--- config.mk ---
export PLATFORM = sky130hd
export DESIGN_NAME = mii_mac_rx
export DESIGN_NICKNAME = d
export VERILOG_FILES = /design/src/rtl/mii_mac_rx.sv
export SDC_FILE = /design/constraint.sdc
export NUM_CORES = 1
export LEC_CHECK = 0
export BUFFER_PORTS_ARGS = -buffer_cell sky130_fd_sc_hd__buf_2
export CORE_MARGIN = 2
export CORE_UTILIZATION = 55
export CTS_CLUSTER_DIAMETER = 200
export DETAILED_ROUTE_END_ITERATION = 16
export GPL_TIMING_DRIVEN = 0
export HOLD_SLACK_MARGIN = 0.08
export PLACE_DENSITY = 0.73
export SLEW_MARGIN = 40
export SYNTH_ARGS = -nofsm -noshare
export SYNTH_HDL_FRONTEND = slang
export SYNTH_SLANG_ARGS = --single-unit
--- constraint.sdc ---
create_clock -name clk -period 2.6 [get_ports clk]
set_clock_uncertainty 0.1 [all_clocks]
set_input_delay 0.13 -clock clk [delete_from_list [all_inputs] [get_ports clk]]
set_output_delay 0.13 -clock clk [all_outputs]
set_load 0.005 [all_outputs]
--- src/rtl/mii_mac_rx.sv ---
// MII receive-side MAC front end.
// Removes preamble/SFD, packs LSN-first nibbles into bytes, tracks CRC-32 and
// frame length, and emits a byte stream with a status word on the last beat.
// One completed byte is always held back so the final byte of a frame can be
// tagged with out_last/out_status once the carrier drops.
module mii_mac_rx #(
    parameter int MIN_FRAME = 64,
    parameter int MAX_FRAME = 1518
) (
    input  logic       clk,
    input  logic       rst,
    input  logic       ce,
    input  logic       valid,
    input  logic [3:0] data,
    input  logic       err,
    output logic [7:0] out_data,
    output logic       out_valid,
    output logic       out_last,
    output logic [4:0] out_status,
    output logic       drop
);
    localparam int          LEN_W       = $clog2(MAX_FRAME + 2);
    localparam logic [31:0] CRC_POLY    = 32'hEDB88320;
    localparam logic [31:0] CRC_INIT    = 32'hFFFFFFFF;
    localparam logic [31:0] CRC_RESIDUE = 32'hDEBB20E3;

    typedef enum logic [2:0] {S_IDLE, S_PRE, S_LO, S_HI, S_DROP} state_t;

    state_t         state_q, state_d;
    logic [3:0]     lo_q, lo_d;
    logic [7:0]     held_q, held_d;
    logic           held_vld_q, held_vld_d;
    logic [31:0]    crc_q, crc_d;
    logic [LEN_W-1:0] len_q, len_d;
    logic           phy_q, phy_d;
    // Set when an oversize frame has already produced its last beat, so the
    // trailing DROP state must not also report a drop.
    logic           emitted_q, emitted_d;
    logic [7:0]     out_data_q, out_data_d;
    logic           out_valid_q, out_valid_d;
    logic           out_last_q, out_last_d;
    logic [4:0]     out_status_q, out_status_d;
    logic           drop_q, drop_d;

    // Reflected CRC-32 advanced by one byte, LSB first.
    function automatic logic [31:0] crc_byte(input logic [31:0] c, input logic [7:0] b);
        logic [31:0] r;
        r = c ^ {24'h0, b};
        for (int i = 0; i < 8; i++) begin
            r = r[0] ? ((r >> 1) ^ CRC_POLY) : (r >> 1);
        end
        return r;
    endfunction

    logic [7:0]       new_byte;
    logic [LEN_W-1:0] len_inc;
    assign new_byte = {data, lo_q};
    assign len_inc  = (len_q == LEN_W'(MAX_FRAME + 1)) ? len_q : len_q + 1'b1;

    // Next-state, byte pipeline and output strobes; everything advances only on ce.
    always_comb begin
        state_d      = state_q;
        lo_d         = lo_q;
        held_d       = held_q;
        held_vld_d   = held_vld_q;
        crc_d        = crc_q;
        len_d        = len_q;
        phy_d        = phy_q;
        emitted_d    = emitted_q;
        out_data_d   = out_data_q;
        out_valid_d  = 1'b0;
        out_last_d   = 1'b0;
        out_status_d = 5'b0;
        drop_d       = 1'b0;
        if (ce) begin
            case (state_q)
                S_IDLE: begin
                    emitted_d = 1'b0;
                    if (valid) begin
                        state_d = (!err && data == 4'h5) ? S_PRE : S_DROP;
                    end
                end
                S_PRE: begin
                    if (!valid) begin
                        state_d = S_IDLE;
                        drop_d  = 1'b1;
                    end else if (err) begin
                        state_d = S_DROP;
                    end else if (data == 4'hD) begin
                        state_d    = S_LO;
                        crc_d      = CRC_INIT;
                        len_d      = '0;
                        phy_d      = 1'b0;
                        held_vld_d = 1'b0;
                    end else if (data != 4'h5) begin
                        state_d = S_DROP;
                    end
                end
                S_LO, S_HI: begin
                    if (valid) begin
                        if (err) phy_d = 1'b1;
                        if (state_q == S_LO) begin
                            lo_d    = data;
                            state_d = S_HI;
                        end else if (len_q == LEN_W'(MAX_FRAME)) begin
                            // Byte MAX_FRAME+1 completed: close the frame on the held byte.
                            out_valid_d  = 1'b1;
                            out_last_d   = 1'b1;
                            out_data_d   = held_q;
                            out_status_d = {1'b1, 1'b0, 1'b0, 1'b0, phy_q | err};
                            len_d        = len_inc;
                            held_vld_d   = 1'b0;
                            emitted_d    = 1'b1;
                            state_d      = S_DROP;
                        end else begin
                            if (held_vld_q) begin
                                out_valid_d = 1'b1;
                                out_data_d  = held_q;
                            end
                            held_d     = new_byte;
                            held_vld_d = 1'b1;
                            crc_d      = crc_byte(crc_q, new_byte);
                            len_d      = len_inc;
                            state_d    = S_LO;
                        end
                    end else begin
                        // Carrier end: a pending low nibble in HI is discarded.
                        state_d    = S_IDLE;
                        held_vld_d = 1'b0;
                        if (held_vld_q) begin
                            out_valid_d  = 1'b1;
                            out_last_d   = 1'b1;
                            out_data_d   = held_q;
                            out_status_d = {1'b0,
                                            len_q < LEN_W'(MIN_FRAME),
                                            state_q == S_HI,
                                            crc_q != CRC_RESIDUE,
                                            phy_q};
                        end else begin
                            drop_d = 1'b1;
                        end
                    end
                end
                S_DROP: begin
                    if (!valid) begin
                        state_d = S_IDLE;
                        drop_d  = !emitted_q;
                    end
                end
                default: state_d = S_IDLE;
            endcase
        end
    end

    // State and output registers.
    always_ff @(posedge clk or posedge rst) begin
        if (rst) begin
            state_q      <= S_IDLE;
            lo_q         <= 4'h0;
            held_q       <= 8'h00;
            held_vld_q   <= 1'b0;
            crc_q        <= CRC_INIT;
            len_q        <= '0;
            phy_q        <= 1'b0;
            emitted_q    <= 1'b0;
            out_data_q   <= 8'h00;
            out_valid_q  <= 1'b0;
            out_last_q   <= 1'b0;
            out_status_q <= 5'b0;
            drop_q       <= 1'b0;
        end else begin
            state_q      <= state_d;
            lo_q         <= lo_d;
            held_q       <= held_d;
            held_vld_q   <= held_vld_d;
            crc_q        <= crc_d;
            len_q        <= len_d;
            phy_q        <= phy_d;
            emitted_q    <= emitted_d;
            out_data_q   <= out_data_d;
            out_valid_q  <= out_valid_d;
            out_last_q   <= out_last_d;
            out_status_q <= out_status_d;
            drop_q       <= drop_d;
        end
    end

    assign out_data   = out_data_q;
    assign out_valid  = out_valid_q;
    assign out_last   = out_last_q;
    assign out_status = out_status_q;
    assign drop       = drop_q;

endmodule

Word-level counts from Yosys, hierarchy flattened
Cells that the tools add are included.
{"block": "word_totals", "ff_bits": 77, "wordCells": 141}
{"block": "classes", "n_reduce_logical": 16, "bitwise": 12, "n_eq_ne": 24, "n_mux": 74, "n_addsub": 1, "magnitude_cmp": 1}
{"operator": "$mux W32", "count": 14}
{"operator": "$not A13 Y14", "count": 8}
{"operator": "$mux W11", "count": 6}
{"operator": "$pmux W32 S2", "count": 1}
{"operator": "$mux W8", "count": 4}
{"operator": "$ne A32 B32 Y1 const B", "count": 1}
{"operator": "$xor A32 B8 Y32", "count": 1}
{"operator": "$mux W3", "count": 10}
{"operator": "$mux W1", "count": 27}
{"operator": "$mux W5", "count": 5}
{"operator": "$ne A2 B2 Y1 const B", "count": 12}
{"operator": "$eq A11 B11 Y1 const B", "count": 2}
{"operator": "$pmux W11 S2", "count": 1}
{"operator": "$reduce_and A8 Y1", "count": 2}
{"operator": "$pmux W3 S4", "count": 1}
{"operator": "$add A11 B1 Y11 const B", "count": 1}
{"operator": "$lt A11 B7 Y1 const B", "count": 1}
{"operator": "$reduce_and A5 Y1", "count": 2}
{"operator": "$reduce_and A4 Y1", "count": 2}
{"operator": "$reduce_and A7 Y1", "count": 1}
{"operator": "$eq A3 B2 Y1 const B", "count": 2}
{"operator": "$pmux W1 S2", "count": 3}
{"operator": "$reduce_and A6 Y1", "count": 1}
{"operator": "$ne A5 B5 Y1 const B", "count": 1}
{"operator": "other kinds (16)", "count": 19}

Longest topological paths before layout
{"block": "depth", "word_depth": 21, "mapped_depth": 8}

Worst setup path before layout
No wires, ideal clock.
{"block": "synth_timing", "kind": "reg-to-reg", "startpoint": "reg len_q[4]", "endpoint": "reg out_data_q[0], in the netlist out_data[0]", "synth_period_minus_slack_ps": 2160, "stages_incl_launch_ff": 8, "slack_ps": 440, "t_arrival_ps": 1936, "path_buffers": 2, "path_cell_list": "dfrtp_1 clkbuf_1 nand4bb_1 nor3_2 a21oi_1 nor3b_1 buf_2 mux2_2"}
{"block": "synth_between", "elab_chain_len": 4}
{"item": "from (decl)", "line_no": "34", "source": "logic [LEN_W-1:0] len_q, len_d;"}
{"item": "from (signal assigned)", "line_no": "177", "source": "len_q <= len_d;"}
{"item": "$eq A11 B11 Y1", "line_no": "105", "source": "end else if (len_q == LEN_W'(MAX_FRAME)) begin"}
{"item": "$mux W8", "line_no": "105"}
{"item": "$mux W8", "line_no": "102", "source": "if (state_q == S_LO) begin"}
{"item": "$mux W8", "line_no": "100", "source": "if (valid) begin"}
{"item": "to (signal assigned)", "line_no": "180", "source": "out_data_q <= out_data_d;"}
{"item": "to (decl)", "line_no": "39", "source": "logic [7:0] out_data_q, out_data_d;"}
Every way passes these cells. The select of a mux whose other input is x is not followed.
A chain may end at the register's enable or synchronous reset.

Worst setup path in the final report
{"block": "layout_timing", "startpoint": "reg state_q[2]", "endpoint": "reg crc_q[1]"}
{"block": "layout_between", "elab_chain_len": 4, "word_cells_on_any_way": 13, "cone_classes": "eq/ne: 9; mux: 1; reduce/logical: 3"}
{"item": "from (decl)", "line_no": "29", "source": "state_t state_q, state_d;"}
{"item": "from (signal assigned)", "line_no": "172", "source": "state_q <= state_d;"}
{"item": "$eq A3 B2 Y1 (on tied branches)", "line_no": "76, 102"}
{"item": "$reduce_or A2 Y1", "line_no": "76", "source": "case (state_q)"}
{"item": "$ne A2 B2 Y1 (no source line) / $reduce_bool A2 Y1 (equally long branches)"}
{"item": "$reduce_and A8 Y1 (no source line)"}
{"item": "to (signal assigned)", "line_no": "176", "source": "crc_q <= crc_d;"}
{"item": "to (decl)", "line_no": "33", "source": "logic [31:0] crc_q, crc_d;"}
Parallel ways exist; a longest one is shown, timed or not.

==> flow_summary_export.csv <==
group,metric,value,unit
outcome,status,"finished, final reports clean",
clocking,cts_root_buf,"clkbuf_8",
route,top_layer,"met4",
floorplan,core,0.00725,mm2
route,vias,2961,
synthesis,synth_edf_count,0,
synthesis,synthFlopType,"dfrtp_1",
clocking,h-tree-depth,3,
route,wl_met2,4330,um
pwr,p_clk_share,39.0,%
floorplan,die-area,0.00819,mm2
synthesis,ys_ff_latch,77,
route,via_per_inst,5.62,
grt,grt_max_degree,43,
route,met3_length,363,um
sta,rsz0062_at_grt,"no",
synthesis,yosysWarnings,0,
route,drc,0,
grt,grt_util_all_layers,23.6,%
sta,maxSlewViolCount,0,
pwr,pwr-share-comb,10.9,%
synthesis,synth_nets,385,
floorplan,die-width,90.5,um
finish,nets,434,
floorplan,die_y,90.5,um
clocking,clock-sinks,77,
setup_path,startpoint_type,"flip-flop",
pwr,p_switching,657,uW
setup_path,crit_path_end_kind,"flip-flop",
floorplan,row_count,31,
sta,period_needed,2.46,ns
synthesis,ys_types,49,
setup_path,cp_num_buf_inv,3,
place,gp_congestion,0.911,
clocking,cts_tree,"yes",
setup_path,crit_required,2.80,ns
clocking,worstSkewPairLatency,0.37,ns
pwr,ir_worst_vdd,0.249,mV
sta,timing.fmax,0.407,GHz
finish,layout-drive-gt1-share,28.0,%
floorplan,pin_count,25,
setup_path,crit_path_cell_trace,"clkbuf_1 > and3b_1 > nand2_1 > a211oi_4 > buf_4 > clkbuf_1 > nor2_1 > a21oi_1",
synthesis,netlist_instances,374,
setup_path,critPathTopFamily,"buffers and inverters",
clocking,cts_inserted_buffers,9,
pwr,swShare,27.0,%
clocking,cts.reportedPaths.clkPinSlew,0.09,ns
finish,area_growth,15.4,%
place,numPortBuffers,22,
synthesis,synth_area,0.00411,mm2
sta,final_hold_viol_count,0,
synthesis,async_reset_ff_share,100,%
setup_path,worstPathArrival,2.65,ns
route,drt-total-wl,8960,um
grt,antenna_found_initial,0,
pwr,powerDensity,514,mW/mm2
grt,grt_pass1_wl,15300,um
sta,fin_crit_sh,94.5,%
pwr,power,2440,uW
route,drtIter0Drc,213,
setup_path,crit_slowest_cell,"clkbuf_1",
finish,diodes,0,
setup_path,critPathMaxStageDelay,0.38,ns
grt,grt_pass1_vias,3045,
setup_path,setup.worst_path.class,"reg2reg",
finish,nFillCells,572,
sta,finalSetupTns,0,ns
synthesis,ys_seq_area_share,47.8,%
route,dr.pass1.iters,5,
pwr,p_leak,0.00205,uW
sta,worst_slew_pin_slew,0.676,ns
pwr,internal_power,1780,uW
sta,slew_headroom,54.6,%
sta,setup_viol,0,
worst_hold_path,hold_path_class,"in2async",
setup_path,worstPathMaxFanout,10,
synthesis,syn_avg_cell_area,11.0,um2
route,wl_per_cell,17.0,um
pwr,pwr-share-seq,50.1,%
place,dp_hpwl,6260,um
grt,overflow,0,
floorplan,start_util,56.7,%
route,ant_nets,0,
clocking,cts_buffer_depth,2,
route,m1WireLength,4100,um
flow_run,cap_viol_max_count,0,
setup_path,crit_top_cell,"clkbuf_1",
[flip-flops by register name, summed over array words and instances, names as in the netlist, 3 cells and up]
| name | count |
|---|---|
| out_data | 8 |
| held_q | 8 |
| crc_q | 32 |
| state_q | 3 |
| out_status | 5 |
| lo_q | 4 |
| len_q | 11 |
[through the flow]
stage	instance area, um2	setup slack, ns	hold slack, ns	util, %	std cells
final	4750	0.142	0.180	65.4	527
after global routing	4750	0.00640	0.202	65.4	527
after CTS	4690	0.0119	0.188	64.7	521
after detailed placement	4380	-0.0750	0.0339	60.4	496
after global placement	4350	-0.424	0.312	59.9	495
after floorplan	4110	0.440	0.170	-	374
[cell usage after synthesis, drive strengths merged (2+ instances only)]
cell / instances / area [um2]
a211oi: 2 / 20.0
a21oi: 35 / 175
a31oi: 7 / 43.8
and2: 3 / 18.8
and3: 2 / 12.5
buf: 6 / 30.0
clkbuf: 8 / 30.0
dfrtp: 45 / 1130
dfstp: 32 / 841
ha: 2 / 25.0
inv: 8 / 30.0
mux2: 22 / 248
nand2: 12 / 45.0
nand2b: 2 / 12.5
nand3: 5 / 25.0
nand4: 5 / 31.3
nand4b: 3 / 26.3
nor2: 47 / 176
nor3: 8 / 50.1
nor4: 9 / 56.3
nor4b: 3 / 26.3
o21ai: 10 / 50.1
o31ai: 3 / 22.5
or4bb: 2 / 22.5
xnor2: 55 / 564
xnor3: 2 / 45.0
xor2: 19 / 174
[final timing paths]
path                                   from  slack (ns)  depth (start not counted)          end
worst max register to register   state_q[2]        0.14                          8     crc_q[1]
min in group clk                out_data[7]        0.41                          1  out_data[7]
worst max-delay path             state_q[2]        0.14                          8     crc_q[1]
worst min register to register  out_data[7]        0.41                          1  out_data[7]
worst min-delay path                    rst        0.18                          3      lo_q[2]
max in group asynchronous               rst        1.63                          4    crc_q[13]
[layout make-up]
| class | instances | area, um2 | area share, % |
|---|---|---|---|
| Timing Repair Buffer | 38 | 265 | 5.59 |
| Tap cell | 99 | 124 | 2.61 |
| Clock buffer | 9 | 124 | 2.61 |
| Sequential cell | 77 | 1970 | 41.4 |
| Multi-Input combinational cell | 273 | 2050 | 43.3 |
| Clock inverter | 7 | 82.6 | 1.74 |
| Buffer | 15 | 92.6 | 1.95 |
| Inverter | 9 | 38.8 | 0.817 |
[layer usage]
metal | GRT usage, % | vias up
li1 | - | 1400
met1 | 32.6 | 1467
met2 | 37.6 | 82
met3 | 3.76 | 12
met4 | 8.97 | 0
met5 | 0 | -
[logic make-up after synthesis]
| group | after synthesis | synth area share (%) |
|---|---|---|
| buf+inv | 24 | 3.07 |
| compound gates | 62 | 8.61 |
| simple gates | 109 | 14.0 |
| fa+ha+maj | 2 | 0.608 |
| flops | 77 | 47.8 |
| xor+xnor | 77 | 19.6 |
| mux | 23 | 6.27 |
[cells in the final DEF, fill, tap and decap left out, types with 4 or more instances in the layout]
master / Yosys / routed
nor3_1: 6 / 5
nor4_1: 9 / 9
nor2_1: 47 / 46
xnor2_4: 4 / 4
clkbuf_8: 0 / 9
o21ai_0: 10 / 10
nand2_1: 12 / 12
dfrtp_1: 45 / 45
dlygate4sd3_1: 0 / 9
buf_2: 6 / 28
nand3_1: 5 / 5
dfstp_2: 32 / 32
buf_4: 0 / 6
a21oi_1: 35 / 35
inv_1: 8 / 7
a31oi_1: 7 / 7
xor2_1: 18 / 18
xnor2_1: 50 / 50
nand4_1: 5 / 5
clkbuf_1: 8 / 8
mux2_2: 22 / 22
[power groups by stage]
stage               combinational (uW)  sequential [uW]  clock, uW
floorplan                          186             1240          0
global placement                   233             1240          0
detailed placement                 246             1240          0
CTS                                260             1220        962
global route                       291             1220       1020
finish                             266             1220        952
[timing repair]
item	4_1_cts	5_1_grt
setup endpoints to repair	25	42
resized for setup	3	2
pin swaps	0	3
hold buffers	9	0
setup buffers	0	6
endpoints found under the hold margin	68	0
[tightest hold or removal path: stages]
cell and delay (ns):
dlygate4sd3_1 0.53, buf_2 0.14, inv_6 0.25
No activity file was read; power rests on OpenSTA's default activity.
